`config.mk`:
```
export PLATFORM = sky130hd
export DESIGN_NAME = mult_unit
export DESIGN_NICKNAME = d
export VERILOG_FILES = /design/src/rtl/mult_unit.sv
export SDC_FILE = /design/constraint.sdc
export NUM_CORES = 1
export LEC_CHECK = 0
export CORE_ASPECT_RATIO = 1.2
export CORE_MARGIN = 1.5
export CORE_UTILIZATION = 35
export DETAILED_ROUTE_END_ITERATION = 16
export PLACE_DENSITY = 0.58
export SYNTH_ARGS = -nofsm -noshare
export SYNTH_HDL_FRONTEND = slang
export SYNTH_SLANG_ARGS = --single-unit
```
`constraint.sdc`:
```
create_clock -name clk -period 13.4 [get_ports clk]
set_input_delay 3.35 -clock clk [delete_from_list [all_inputs] [get_ports clk]]
set_output_delay 3.35 -clock clk [all_outputs]
set_load 0.02 [all_outputs]
```
`src/rtl/mult_unit.sv`:
```
// mult_unit -- iterative shift-and-add multiplier for mult/multu.
//
// Signed operands are reduced to unsigned magnitudes when the operation
// starts, multiplied one multiplier bit per cycle into a 2*WIDTH-bit
// accumulator, and the sign is applied once at the end before Hi/Lo are
// written.
//
// Ports
//   clk        single clock, rising edge
//   reset      asynchronous, active-high
//   MultStart  start request (mult/multu); only sampled while idle
//   MultSgn    1 = signed (mult), 0 = unsigned (multu)
//   SrcA       multiplicand (rs)
//   SrcB       multiplier (rt)
//   Hi, Lo     upper/lower half of the last completed product
//   MultBusy   high while an operation is in progress (state != IDLE)
//   MultDone   one-cycle pulse after Hi/Lo have been written
//   dbg_state  current FSM state (0 IDLE, 1 RUN, 2 SIGN)
//
// Handshake: MultStart is a request qualified by !MultBusy. A request
// seen while busy is dropped, not queued. MultDone is a single-cycle
// notification with no back-pressure.
//
// Configuration
//   MULT_EARLY_TERM_EN  when defined, RUN ends as soon as the remaining
//                       multiplier bits are all zero.

module mult_unit #(
    parameter int WIDTH = 32
) (
    input  logic             clk,
    input  logic             reset,
    input  logic             MultStart,
    input  logic             MultSgn,
    input  logic [WIDTH-1:0] SrcA,
    input  logic [WIDTH-1:0] SrcB,
    output logic [WIDTH-1:0] Hi,
    output logic [WIDTH-1:0] Lo,
    output logic             MultBusy,
    output logic             MultDone,
    output logic [1:0]       dbg_state
);

    localparam int CW = (WIDTH > 1) ? $clog2(WIDTH) : 1;

    typedef enum logic [1:0] {
        IDLE = 2'd0,
        RUN  = 2'd1,
        SIGN = 2'd2
    } state_t;

    state_t             state, state_nx;
    logic [2*WIDTH-1:0] acc;
    logic [2*WIDTH-1:0] mcand;
    logic [WIDTH-1:0]   mplier;
    logic [CW-1:0]      cnt;
    logic               neg;

    logic [WIDTH-1:0]   mag_a, mag_b;
    logic [WIDTH-1:0]   mplier_sh;
    logic [2*WIDTH-1:0] acc_add;
    logic [2*WIDTH-1:0] result;
    logic               last_iter;
    logic               run_done;

    // Two's-complement magnitude; the most negative value maps to itself,
    // which is the correct unsigned magnitude.
    assign mag_a = (MultSgn && SrcA[WIDTH-1]) ? (~SrcA + WIDTH'(1)) : SrcA;
    assign mag_b = (MultSgn && SrcB[WIDTH-1]) ? (~SrcB + WIDTH'(1)) : SrcB;

    assign mplier_sh = mplier >> 1;
    assign acc_add   = mplier[0] ? (acc + mcand) : acc;
    assign result    = neg ? (~acc + (2*WIDTH)'(1)) : acc;
    assign last_iter = (cnt == CW'(WIDTH - 1));

`ifdef MULT_EARLY_TERM_EN
    // Once the shifted multiplier is zero no further additions can occur,
    // so the accumulator is already final.
    assign run_done = last_iter || (mplier_sh == '0);
`else
    assign run_done = last_iter;
`endif

    always_ff @(posedge clk or posedge reset) begin
        if (reset) state <= IDLE;
        else       state <= state_nx;
    end

    always_comb begin
        state_nx = state;
        case (state)
            IDLE:    if (MultStart) state_nx = RUN;
            RUN:     if (run_done)  state_nx = SIGN;
            SIGN:    state_nx = IDLE;
            default: state_nx = IDLE;
        endcase
    end

    always_ff @(posedge clk or posedge reset) begin
        if (reset) begin
            acc      <= '0;
            mcand    <= '0;
            mplier   <= '0;
            cnt      <= '0;
            neg      <= 1'b0;
            Hi       <= '0;
            Lo       <= '0;
            MultDone <= 1'b0;
        end else begin
            MultDone <= (state == SIGN);
            case (state)
                IDLE: begin
                    if (MultStart) begin
                        mcand  <= {{WIDTH{1'b0}}, mag_a};
                        mplier <= mag_b;
                        neg    <= MultSgn & (SrcA[WIDTH-1] ^ SrcB[WIDTH-1]);
                        acc    <= '0;
                        cnt    <= '0;
                    end
                end
                RUN: begin
                    acc    <= acc_add;
                    mcand  <= mcand << 1;
                    mplier <= mplier_sh;
                    cnt    <= cnt + CW'(1);
                end
                SIGN: begin
                    Hi <= result[2*WIDTH-1:WIDTH];
                    Lo <= result[WIDTH-1:0];
                end
                default: ;
            endcase
        end
    end

    assign MultBusy  = (state != IDLE);
    assign dbg_state = state;

endmodule
```
==> summary.txt <==
Logic synthesis
  • Ys flop type: dfrtp_1
  • Gate Count Post-Synth: 1,714
  • YS warnings: 0
  • EDFF count, synth: 0
  • #FFs+latches synth: 233
  • Share of flip-flops with an asynchronous set or reset: 100%
  • Sequential share of the synthesized area: 39.8%
  • Post-synthesis cell type count: 59
  • Synthesized area per cell: 8.55 sq um
  • Syn Nets: 1,851
  • Post-Syn Area: 14,600 sq um

Hold path
  • Hold WC Path Type: reg2reg

Run status
  • Status: complete, no violations

Timing
  • Period utilisation layout: 51.3%
  • RSZ-0062 raised after global routing: false
  • Setup Skew: 0.0217 ns
  • Final TNS setup: 0 ns
  • Final Hold Vio Count: 0
  • Slew @ Worst Pin: 1.11 ns
  • Final setup viols: 0
  • Fin crit period: 6.88 ns
  • Setup ws final: 6.52 ns
  • Slew Viols, Final: 0
  • Max_slew headroom: 26.2%
  • Max Clk Rate: 145 MHz

Placed design
  • Placed cell count: 2,302
  • IO Port Bufs: 135
  • Gpl congestion: 0.907
  • Hpwl dp: 28,700 microns
  • Post-Place Worst Slack: 5.96 ns

Global routing
  • Initial antenna violation count: 3
  • Vias in the first global route: 12,400
  • Gr ovfl total: 0
  • First-pass GRT wire length: 65,000 microns
  • Global Route Usage Sum: 18.5%
  • Largest net degree at the start of global routing: 101

Worst setup path
  • Worst path most repeated cell: or4_1
  • Worst Path Required: 13.80 ns
  • Critical path launch point type: input port
  • Critical-path top delay cell: or4_1
  • WP data arrival: 7.28 ns
  • Max FO, Critical Path: 4
  • CP max stage delay: 0.58 ns
  • CP Capture Type: register
  • Critical Path, Cell by Cell: clkdlybuf4s50_1 -> or3_1 -> or4_1 -> or4_1 -> or4_1 -> or3_1 -> or2_2 -> o31ai_1 -> nand2_1 -> xnor2_1 -> o21ai_0
  • Crit Path Class: in2reg

Clock tree
  • CTS Buf Count: 25
  • CTS tree: built
  • Max Root-Sink Buffers: 3
  • Clk sinks: 233
  • CTS-repair resized insts: 0
  • Clock root buffer master: clkbuf_16
  • Post-CTS setup buffer count: 0
  • Clock Pin Slew Worst Setup and Hold Paths: 0.06 ns
  • H-tree depth: 1
  • Clk_lat worst skew: 0.55 ns
  • Hold_buf cts: 0

Die
  • Core ar.: 41,000 sq um
  • Row Count: 81
  • Area of the die: 43,100 sq um
  • Die height: 227 microns
  • Chip width: 190 microns
  • I/O pins: 136
  • Initial Util: 35.7%

Layout
  • Non-filler cells, final: 2,347
  • Layout area overhead: 17.6%
  • Fillcell total: 4,110
  • Most frequent cells in the layout: nand2_1 (295), o21ai_0 (286), dfrtp_1 (232)
  • Nets: 1,927
  • Share of layout cells above drive strength 1: 4.21%
  • Commonest non-fill, non-tap cell in the layout: nand2_1

Detailed routing
  • Drt total wl: 39,700 microns
  • Vias per cell: 5.41
  • Residual DRC: 0
  • Router iterations before antenna repair: 7
  • Via count: 12,700
  • DRT iter0 DRCs: 643
  • Wirelength per Cell: 16.9 microns
  • DRT antenna net count: 0

Power and ir drop
  • Internal: 2.16 mW
  • P_sw: 1.78 mW
  • Sequential Power Share: 31.3%
  • Worst IR drop on VDD: 0.0967 mV
  • Switch share: 45.1%
  • Tot Pwr: 3.94 mW
  • Logic gate share of total power: 51.4%
  • PD cells: 229 nW/um^2
  • Clock power frac: 17.3%
  • LEAKAGE: 7.32 nW

Run
  • MaxCap Viol Count: 0
stage by stage:
stage	hold WS (ns)	utilization, %	instance area, sq um
global placement	0.461	40.0	16400
global route	0.496	42.0	17200
CTS	0.484	42.0	17200
finish	0.475	42.0	17200
detailed placement	0.470	40.0	16400
floorplan	0.449	-	14600
flip-flops by register name, summed over array words and instances (netlist names):
register,cells
cnt,5
mplier,32
mcand,64
dbg_state,2
Lo,32
acc,64
neg,1
Hi,32
MultDone,1
final timing paths:
path | startpoint | end | slack (ns) | depth (start not counted)
worst max-delay path | SrcA[3] | mcand[29] | 6.52 | 11
worst min-delay path | Lo[14] | Lo[14] | 0.47 | 2
worst max register to register | acc[8] | Hi[31] | 8.51 | 10
worst min register to register | Lo[14] | Lo[14] | 0.47 | 2
max in group asynchronous | reset | neg | 7.79 | 4
min in group asynchronous | reset | Lo[18] | 3.26 | 2
cell usage after synthesis (19+ instances only):
| library cell | n | area [sq um] |
|---|---|---|
| a21o_1 | 31 | 233 |
| a21oi_1 | 98 | 490 |
| a22oi_1 | 60 | 450 |
| clkbuf_1 | 93 | 349 |
| dfrtp_1 | 233 | 5830 |
| ha_1 | 68 | 851 |
| inv_1 | 34 | 128 |
| nand2_1 | 296 | 1110 |
| nand4_1 | 21 | 131 |
| nor2_1 | 60 | 225 |
| o21ai_0 | 286 | 1430 |
| o31ai_1 | 28 | 210 |
| or3_1 | 19 | 119 |
| xnor2_1 | 64 | 561 |
| xor2_1 | 116 | 1020 |
cells by family (layout without fill, tap and decap cells):
family	Yosys count	in the layout	synth area share, %
compound gates	596	596	24.4
simple gates	502	502	15.5
flops	233	233	39.8
xor+xnor	180	180	10.8
buf+inv	131	224	3.38
fa+ha+maj	69	69	5.95
mux	3	3	0.205
other cells	0	1	0
per-layer routing:
| metal | routed length, microns | track usage, % | share of wire (%) | vias to the layer above |
|---|---|---|---|---|
| met5 | 23 | 0 | 0.058 | - |
| met2 | 18400 | 30.8 | 46 | 244 |
| li1 | - | - | - | 6296 |
| met3 | 2110 | 3.30 | 5.3 | 53 |
| met1 | 18300 | 24.6 | 46 | 6090 |
| met4 | 905 | 5.53 | 2.3 | 4 |
power by group through the flow:
| stage | logic (mW) | clock network (mW) | registers (mW) |
|---|---|---|---|
| after floorplan | 1.51 | 0 | 1.19 |
| after global placement | 2.01 | 0 | 1.24 |
| after detailed placement | 2.03 | 0 | 1.25 |
| after CTS | 2.03 | 0.703 | 1.24 |
| after global routing | 2.29 | 0.728 | 1.28 |
| final | 2.03 | 0.681 | 1.23 |
critical path, delay by kind of cell:
family,cells,cell delay (ns)
AO/OA/AOI/OAI,2,0.52
XOR/XNOR,1,0.15
AND/OR/NAND/NOR,7,2.80
buffers and inverters,1,0.44
area by class of cell:
cell class	count	area, sq um	share of cell area [%]
antenna	1	2.50	0.0145
clock buffer	32	672	3.90
clock inverter	12	118	0.683
inverter	34	135	0.785
multi-input combinational	1350	8350	48.5
sequential	233	5830	33.9
tap	539	674	3.92
timing repair buffer	146	1430	8.33
Power figures use the tool's default switching activity.
